## src/rtl/data_mem_dump.sv

```systemverilog
// Purpose: post-run dump engine; holds the CPU, reads a contiguous data-memory
//   word range and streams it out with address, last flag and running checksum.
// Ports: clk/reset; start, start_addr, word_count (dump request);
//   mem_addr/mem_rd_en/mem_rdata (sync read port, 1-cycle latency);
//   out_valid/out_ready/out_data/out_addr/out_last (stream);
//   cpu_hold, busy, done, checksum (status).
// Latency: 3 cycles per word (REQ, CAP, SEND), +1 cycle of done.
// Backpressure: each out_ready=0 cycle in SEND holds all outputs one more cycle.
module data_mem_dump #(
  parameter int ADDR_WIDTH = 10,
  parameter int DATA_WIDTH = 32
) (
  input  logic                  clk,
  input  logic                  reset,
  input  logic                  start,
  input  logic [ADDR_WIDTH-1:0] start_addr,
  input  logic [ADDR_WIDTH:0]   word_count,
  output logic [ADDR_WIDTH-1:0] mem_addr,
  output logic                  mem_rd_en,
  input  logic [DATA_WIDTH-1:0] mem_rdata,
  output logic                  out_valid,
  input  logic                  out_ready,
  output logic [DATA_WIDTH-1:0] out_data,
  output logic [ADDR_WIDTH-1:0] out_addr,
  output logic                  out_last,
  output logic                  cpu_hold,
  output logic                  busy,
  output logic                  done,
  output logic [31:0]           checksum
);

  typedef enum logic [2:0] {
    S_IDLE,
    S_REQ,
    S_CAP,
    S_SEND,
    S_DONE
  } state_t;

  state_t state, state_nxt;

  logic [ADDR_WIDTH-1:0] addr_cnt;
  logic [ADDR_WIDTH:0]   remaining;

  always_ff @(posedge clk) begin
    if (reset) state <= S_IDLE;
    else       state <= state_nxt;
  end

  always_comb begin
    state_nxt = state;
    case (state)
      S_IDLE: if (start) state_nxt = (word_count == '0) ? S_DONE : S_REQ;
      S_REQ:  state_nxt = S_CAP;
      S_CAP:  state_nxt = S_SEND;
      S_SEND: if (out_ready) state_nxt = out_last ? S_DONE : S_REQ;
      S_DONE: state_nxt = S_IDLE;
      default: state_nxt = S_IDLE;
    endcase
  end

  always_ff @(posedge clk) begin
    if (reset) begin
      addr_cnt  <= '0;
      remaining <= '0;
      out_data  <= '0;
      out_addr  <= '0;
      out_last  <= 1'b0;
      checksum  <= '0;
    end else begin
      if (state == S_IDLE && start) begin
        addr_cnt  <= start_addr;
        remaining <= word_count;
        checksum  <= '0;
        out_last  <= 1'b0;
      end
      // Read data arrives one cycle after REQ; capture it so the stream
      // outputs are registered and independent of mem_rdata afterwards.
      if (state == S_CAP) begin
        out_data <= mem_rdata;
        out_addr <= addr_cnt;
        out_last <= (remaining == (ADDR_WIDTH+1)'(1));
      end
      // Counters advance only on an accepted word; the address wraps
      // naturally at the top of memory.
      if (state == S_SEND && out_ready) begin
        checksum  <= checksum + 32'(out_data);
        remaining <= remaining - (ADDR_WIDTH+1)'(1);
        addr_cnt  <= addr_cnt + ADDR_WIDTH'(1);
      end
    end
  end

  assign mem_addr  = addr_cnt;
  assign mem_rd_en = (state == S_REQ);
  assign out_valid = (state == S_SEND);
  assign busy      = (state == S_REQ) || (state == S_CAP) || (state == S_SEND);
  assign cpu_hold  = busy;
  assign done      = (state == S_DONE);

endmodule

```

## config.mk

```make
export PLATFORM = sky130hd
export DESIGN_NAME = data_mem_dump
export DESIGN_NICKNAME = d
export VERILOG_FILES = /design/src/rtl/data_mem_dump.sv
export SDC_FILE = /design/constraint.sdc
export NUM_CORES = 1
export LEC_CHECK = 0
export BUFFER_PORTS_ARGS = -buffer_cell sky130_fd_sc_hd__buf_4
export CAP_MARGIN = 0
export CORE_UTILIZATION = 48
export CTS_CLUSTER_SIZE = 14
export DETAILED_ROUTE_END_ITERATION = 16
export GPL_TIMING_DRIVEN = 1
export PLACE_DENSITY = 0.82
export SKIP_LAST_GASP = 1
export SLEW_MARGIN = 20
export SYNTH_ARGS = -nofsm -noshare
export SYNTH_HDL_FRONTEND = slang
export SYNTH_SLANG_ARGS = --single-unit
```

## constraint.sdc

```tcl
create_clock -name clk -period 2.35 [get_ports clk]
set_input_delay 0 -clock clk [delete_from_list [all_inputs] [get_ports clk]]
set_output_delay 0 -clock clk [all_outputs]
set_load 0.1 [all_outputs]
```

; After elaboration in Yosys (flattened, before gate mapping)
; Cells that the tools add are included.
[word_totals]
register_bits = 99
inputBits = 57
out_inout_bits = 90
elab_cells = 39
[classes]
n_addsub = 3
eq_ne = 7
n_mux = 13
n_reduce_logical = 9
[ops]
columns = operator, n
row1 = 32-bit 2-to-1 mux, 2
row2 = 32-bit adder, 1
row3 = 11-bit 2-to-1 mux, 2
row4 = 10-bit 2-to-1 mux, 2
row5 = 3-bit 2-to-1 mux, 4
row6 = 3-bit case mux with 4 select lines, 1
row7 = 11-bit by 1-bit == test with 1-bit output (second input constant), 1
row8 = 11-bit logical NOT, 1
row9 = 11-bit by 1-bit subtractor with 11-bit output (second input constant), 1
row10 = 10-bit by 1-bit adder with 10-bit output (second input constant), 1
row11 = 3-bit by 2-bit == test with 1-bit output (second input constant), 2
row12 = 2-bit nonzero test, 2
row13 = 3-bit by 1-bit == test with 1-bit output (second input constant), 1
row14 = 3-bit == test (second input constant), 1
row15 = 3-bit logical NOT, 1
row16 = 1-bit logical AND, 2
row17 = 1-bit logical OR, 2
row18 = 1-bit 2-to-1 mux, 2
row19 = 2-bit by 1-bit != test with 1-bit output (second input constant), 1
row20 = 2-bit != test (second input constant), 1
row21 = 2-bit AND reduction, 1

; Logic depth before layout (Yosys ltp)
; Gate-level depths: netlist of run 1.
[depth]
ltp_word = 4
ltp_mapped = 11
ltp_nobuf = 11

; Worst setup path before layout of run 1
; No wires, ideal clock.
[synth_timing]
path_type = register to register
from = register checksum[0]
to = register checksum[30]
setup_time_ns = 0.119
arrival_time_ns = 3.111
t_required_ns = 2.231
path_slack_ns = -0.879
path_stages_with_launch = 12
path_buffers = 0
period_less_slack_ns = 3.229
cell_sequence = dfxtp_1 > ha_1 > inv_1 > fa_1 > nor2b_1 > o31a_1 > o21ai_2 > o21ai_2 > a21oi_2 > o311ai_1 > nand3_1 > a32o_1
[synth_between]
elab_chain_len = 2
[synth_lines]
columns = item, line
row1 = from (decl), 29  ; output logic [31:0] checksum
row2 = from (signal assigned), 87  ; checksum <= checksum + 32'(out_data);
row3 = 32-bit adder, 87
row4 = 32-bit 2-to-1 mux, 86  ; if (state == S_SEND && out_ready) begin
; Every way passes these cells.
; A chain may end at the register's enable or synchronous reset.

; Worst setup path after layout of run 1
[layout_timing]
from = register out_data[0]
to = register checksum[30]
[layout_between]
elab_chain_len = 2
[layout_lines]
columns = item, line
row1 = from (decl), 23  ; output logic [DATA_WIDTH-1:0] out_data,
row2 = from (signal assigned), 80  ; out_data <= mem_rdata;
row3 = 32-bit adder, 87
row4 = 32-bit 2-to-1 mux, 86
; Every way passes these cells.

==> results of run 1 <==
==> final timing paths <==
kind	startpoint	to	cells after the start
setup / recovery	out_data[0]$_SDFFE_PP0P_	checksum[30]$_SDFFE_PP0P_	11
hold / removal	out_ready	state[2]$_SDFFE_PP0P_	3
setup reg to reg	out_data[0]$_SDFFE_PP0P_	checksum[30]$_SDFFE_PP0P_	11
hold reg to reg	out_addr[0]$_SDFFE_PP0P_	out_addr[0]$_SDFFE_PP0P_	2
==> flip-flops by register name, indices dropped and copies added (netlist names) <==
signal	count
checksum	32
out_data	32
remaining	11
mem_addr	10
out_addr	10
state	3
out_last	1
==> placed cells by master, fill, tap and decap left out, types with 7 or more instances in the layout <==
cell / count
nor2_1: 63
inv_1: 14
ha_4: 11
a21oi_1: 92
nor3_1: 12
a21o_1: 14
dfxtp_1: 41
o21a_1: 7
clkbuf_16: 10
o21ai_0: 22
dfxtp_2: 16
a22oi_1: 12
buf_4: 190
dlygate4sd3_1: 54
nand2_1: 128
ha_1: 23
xnor2_1: 17
dfxtp_4: 42
==> power by group <==
group	leakage (nW)	internal [mW]	total, mW	switching (mW)
clock network	0.145	0.776	1.42	0.641
logic	2.49	0.395	1.30	0.901
registers	0.845	1.73	1.83	0.0986
total	3.47	2.90	4.54	1.64
==> area by class of cell <==
| cell class | count | area [µm²] | area share, % |
|---|---|---|---|
| clock buffer | 11 | 254.0 | 3.087 |
| inverter | 15 | 56.30 | 0.6844 |
| multi-input combinational | 543 | 3555 | 43.21 |
| timing repair buffer | 247 | 2001 | 24.32 |
| clock inverter | 5 | 26.28 | 0.3194 |
| sequential | 99 | 2160 | 26.25 |
| tap | 140 | 175.2 | 2.129 |
==> critical path, delay by kind of cell (launching register included) <==
kind	cells	cell delay (ps)
fa+ha+maj	2	530
compound gates	6	1120
simple gates	2	260
flops	1	360
buf+inv	1	40
==> cell families after synthesis <==
kind of cell             after synthesis
AND/OR/NAND/NOR                      259
buffers and inverters                 53
AO/OA/AOI/OAI                        226
multiplexers                           1
flip-flops                            99
adder cells (fa/ha/maj)               35
XOR/XNOR                              22
==> layer usage <==
layer	part of all wire (%)	vias up	wire length [µm]	track usage (%)
li1	-	2937	-	-
met1	42	2892	7516	36.63
met2	50	233	8952	51.31
met3	5.8	47	1043	5.380
met4	3.0	0	542	15.44
met5	0	-	0	0
==> metrics by stage <==
| stage | area, µm² | setup TNS [ps] | power (mW) | utilization [%] |
|---|---|---|---|---|
| finish | 8227 | -91.07 | 4.541 | 74.90 |
| CTS | 8079 | -162.3 | 4.539 | 73.56 |
| detailed placement | 7228 | -207.9 | 3.051 | 65.81 |
| floorplan | 5799 | -729.9 | 2.711 | - |
| global route | 8227 | -1101 | 4.716 | 74.90 |
| global placement | 7228 | 0 | 3.022 | 65.81 |
==> timing repair <==
item | 4_1_cts | 5_1_grt
hold buffers | 54 | 0
endpoints found under the setup margin | 6 | 18
buffers inserted | 2 | 4
hold endpoints to repair | 54 | 0
resized for setup | 4 | 22
pin swaps | 5 | 19
==> results.tsv, run 1 <==
stage	metric	value	unit
status	status	complete, but fails checks	
status	violations	negative setup slack	
power	vdd_ir_drop_max	398.6	µV
layout	diodes	0	
synth	synth_fa_ha_area_share	8.133	%
synth	synth_flop_cell	dfxtp_1	
floorplan	dieWidth	108.8	µm
clocking	insertion_delay	360	ps
job	cap_violations	0	
floorplan	initial_core_util	49.86	%
synth	seq_area_frac_synth	36.19	%
global_route	grt_usage	30.26	%
detailed_routing	viasPerCell	5.763	
sta	slew_headroom	39.92	%
layout	drive_gt1_share	34.67	%
sta	setup_viol	2	
setup_path	worstPathCellList	ha_4 > inv_2 > fa_2 > nor2b_4 > o31a_1 > o21ai_4 > o21ai_4 > a21oi_2 > o311ai_2 > nand3_1 > a32o_1	
sta	clock.fmax	0.4114	GHz
synth	synthSimpleGateAreaFrac	21.27	%
synth	ys_types	68	
layout	nets	1007	
clocking	clkTransAtPathRegs	70	ps
detailed_routing	post-route-drc-count	0	
placement	io_buffer_count	146	
synth	yosysTopAreaCellShare	36.19	%
detailed_routing	vias	6109	
setup_path	critical_path_class	flop to flop	
clocking	cts.path.max_buffers	2	
synth	synth-seq-cells	99	
setup_path	critPathSlowestCell	fa_2	
synth	syn_area_per_cell	7.880	µm²
floorplan	num_io_pins	147	
global_route	grt_first_pass_wirelength	27.91	mm
sta	hold_viol_final	0	
detailed_routing	drtPass1Iterations	5	
synth	yosysTopAreaCell	dfxtp_1	
placement	dpl.cell_count	984	
setup_path	cp.arrival	2670	ps
setup_path	path_common_cell	o21ai_4	
floorplan	die-area	0.01184	mm²
synth	ys_top_cells_by_count	128 x nand2_1, 99 x dfxtp_1, 96 x a21oi_1	
sta	period_share	103.4	%
synth	synth_area_leaders	dfxtp_1 36%, a21oi_1 8.8%, nand2_1 8.8%	
synth	synth_compound_area_share	26.89	%
clocking	cts.sinks	99	
synth	synth-async-reset-ratio	0	%
detailed_routing	ant_nets	0	
clocking	cts_root_buf	clkbuf_16	
sta	drv_slew	0	
global_route	grt_pass1_vias	5931	
floorplan	row_count	38	
clocking	htreeDepth	3	
setup_path	worst_setup_path_start_kind	flop	
power	power.leakage	3.475	nW
synth	synthesis.area	0.005477	mm²
sta	postLayoutSetupSlackWorst	-80.97	ps
placement	place_congestion	0.8910	
sta	holdWs	16.54	ps
layout	syn_to_final_growth	50.22	%
synth	synth_edf_count	0	
setup_path	crit_required	2590	ps
layout	fillCellCount	760	
synth	yosysMostFrequentCell	nand2_1	
synth	synth_mux_area_share	0.1828	%
layout	final_cell_count_no_fill	1060	
setup_path	regToRegSetupSlack	-80	ps
sta	tightest_slew	901.3	ps
synth	synth_nets	787	
min_path	hp-class	input pin to flop	
clocking	cts_buffers	9	
clocking	cts_tree	done	
global_route	grt_max_degree	85	
synth	netlist_instances	695	
power	power_density	552.0	mW/mm²
floorplan	coreArea	0.01098	mm²
sta	layout_min_cycle_time	2431	ps
synth	synth_top_family_by_area	compound AO/OA/AOI/OAI gates	
setup_path	cp-end-kind	flop	
floorplan	die_h	108.8	µm
detailed_routing	drt_iter0_drc	369	
detailed_routing	drt_wl_total	18.06	mm
setup_path	path_max_fanout	3	
placement	pre_cts_ws	-97.66	ps
global_route	overflow	0	
synth	synth_warnings	0	
global_route	antenna_found_initial	0	
setup_path	critPathMaxStageDelay	390	ps
sta	rsz0062_at_grt	true	
sta	skew	9.026	ps
synth	synth-xor-area-share	3.518	%
detailed_routing	wl_per_cell	17.03	µm
placement	place_hpwl	12.06	mm
(Power assumes the default switching activity.)
==> run 2: changes to the inputs <==
--- a/config.mk
+++ b/config.mk
@@ -11,6 +11,7 @@
 export CTS_CLUSTER_SIZE = 14
 export DETAILED_ROUTE_END_ITERATION = 16
 export GPL_TIMING_DRIVEN = 1
+export HOLD_SLACK_MARGIN = 0.06
 export PLACE_DENSITY = 0.82
 export SKIP_LAST_GASP = 1
 export SLEW_MARGIN = 20
==> run 2 against run 1 <==
Net effect:
- the run still ends with negative setup slack left
- worst hold slack gained 100 ps
- first-iteration DRC count rose by 12%
- clock-buffer cell count unchanged
- clock power hardly changed
- largest cell class unchanged
==> results.tsv, run 2 (same netlist as run 1, synthesis figures left out) <==
stage	metric	value	unit
placement	place_hpwl	12.06	mm
setup_path	critical_path_class	flop to flop	
setup_path	reg2reg_from	out_data[0]$_SDFFE_PP0P_	
global_route	antenna_found_initial	0	
power	total_power	4.548	mW
global_route	overflow	0	
clocking	cts.sinks	99	
clocking	insertion_delay	360	ps
sta	period_share	103.2	%
clocking	cts_buffers	9	
layout	reg_top3	checksum x32, out_data x32, remaining x11	
sta	hold_viol_final	0	
sta	postLayoutSetupSlackWorst	-74.55	ps
setup_path	regToRegSetupSlack	-70	ps
setup_path	crit_required	2590	ps
floorplan	coreArea	0.01098	mm²
setup_path	worst_setup_path_start_kind	flop	
setup_path	reg2reg_to	checksum[30]$_SDFFE_PP0P_	
detailed_routing	drt_iter0_drc	413	
floorplan	dieWidth	108.8	µm
floorplan	num_io_pins	147	
clocking	cts_root_buf	clkbuf_16	
power	power_frac_comb	28.6	%
global_route	grt_usage	30.27	%
detailed_routing	drtPass1Iterations	5	
sta	slew_headroom	39.02	%
sta	layout_min_cycle_time	2425	ps
detailed_routing	post-route-drc-count	0	
power	clockPowerShare	31.2	%
layout	final_cell_mix	189 x buf_4, 128 x nand2_1, 92 x a21oi_1	
power	power_density	552.6	mW/mm²
layout	final_cell_count_no_fill	1060	
floorplan	die_h	108.8	µm
floorplan	initial_core_util	49.86	%
placement	dpl.cell_count	984	
layout	nets	1007	
layout	final_common_cell	buf_4	
sta	clock.fmax	0.4124	GHz
sta	setup_viol	2	
sta	tightest_slew	914.7	ps
power	power.leakage	3.473	nW
power	power_switching	1.645	mW
detailed_routing	ant_nets	0	
min_path	hp-class	input pin to flop	
layout	diodes	0	
clocking	cts.path.max_buffers	2	
clocking	cts_tree	done	
power	vdd_ir_drop_max	397.0	µV
layout	drive_gt1_share	34.57	%
min_path	hold_path.startpoint	reset	
setup_path	cp.arrival	2670	ps
clocking	clkTransAtPathRegs	70	ps
detailed_routing	wl_per_cell	17.02	µm
status	status	complete, but fails checks	
sta	drv_slew	0	
power	seqPwrFrac	40.2	%
sta	rsz0062_at_grt	true	
setup_path	crit_start	out_data[0]$_SDFFE_PP0P_	
setup_path	cp-end-kind	flop	
layout	syn_to_final_growth	50.29	%
global_route	grt_pass1_vias	5939	
floorplan	die-area	0.01184	mm²
power	swShare	36.18	%
clocking	htreeDepth	3	
power	internal-power	2.902	mW
placement	place_congestion	0.8910	
global_route	grt_first_pass_wirelength	27.95	mm
setup_path	path_max_fanout	3	
setup_path	critPathCapture	checksum[30]$_SDFFE_PP0P_	
placement	io_buffer_count	146	
setup_path	r2r_cells	11	
detailed_routing	drt_wl_total	18.04	mm
sta	fin_setup_tns	-90.18	ps
floorplan	row_count	38	
job	cap_violations	0	
sta	skew	10.64	ps
global_route	grt_max_degree	85	
detailed_routing	vias	6134	
detailed_routing	viasPerCell	5.787	
status	violations	negative setup slack	
==> run 2: cell count changes in the layout (fill, tap and decap cells not counted), sizes merged <==
cell and change:
buf -1, dlygate4sd3 +1
==> run 2: worst min path at each step <==
stage / to / slack (ps) / cells after the start
3_5_place_dp: mem_addr[5]$_SDFFE_PP0P_ / 240 / 3
6_report: checksum[25]$_SDFFE_PP0P_ / 120 / 4
2_1_floorplan: out_data[0]$_SDFFE_PP0P_ / 130 / 2
4_1_cts: checksum[25]$_SDFFE_PP0P_ / 110 / 4
3_3_place_gp: mem_addr[5]$_SDFFE_PP0P_ / 230 / 3
5_1_grt: checksum[30]$_SDFFE_PP0P_ / 120 / 3
==> run 2: what timing repair did <==
action,in CTS,in global routing
hold endpoints to repair,56,0
setup endpoints to repair,6,18
hold buffers,55,0
buffers inserted,2,3
resized for setup,4,23
cloned,0,0
pin swaps,5,19
==> run 2: cell type report <==
type / instances / area (µm²)
Multi-Input combinational cell: 543 / 3556
Fill cell: 758 / 2753
Sequential cell: 99 / 2160
Timing Repair Buffer: 247 / 2003
Clock buffer: 11 / 254.0
Tap cell: 140 / 175.2
Inverter: 15 / 56.30
Clock inverter: 5 / 26.28
==> run 2: power groups by stage <==
stage               registers, mW  clock network, mW  logic, mW
finish                       1.83               1.42       1.30
global route                 1.84               1.51       1.37
CTS                          1.82               1.45       1.27
detailed placement           1.86                  0       1.19
global placement             1.85                  0       1.17
floorplan                    2.26                  0      0.449
==> run 2: worst max-delay path, cell delays in order (launching register included) <==
cell	delay [ps]
dfxtp_4	360
ha_4	140
inv_2	40
fa_2	390
nor2b_4	140
o31a_1	240
o21ai_4	90
o21ai_4	160
a21oi_2	100
o311ai_2	260
nand3_1	120
a32o_1	260
==> run 2: per-layer routing <==
metal	up-vias	share of wire (%)	global-route usage, %
met3	56	6.8	5.499
met2	266	49	51.04
met5	-	0	0
met1	2875	41	36.56
li1	2937	-	-
met4	0	3.4	16.12
==> run 2: stage by stage <==
stage / util, % / area, µm² / setup WS (ps) / hold WS, ps
detailed placement: 65.81 / 7228 / -97.66 / 241.5
CTS: 73.65 / 8089 / -82.12 / 105.3
global placement: 65.81 / 7228 / 20.77 / 234.3
global route: 74.94 / 8230 / -152.8 / 118.2
finish: 74.94 / 8230 / -74.55 / 116.6
floorplan: - / 5799 / -204.6 / 125.7
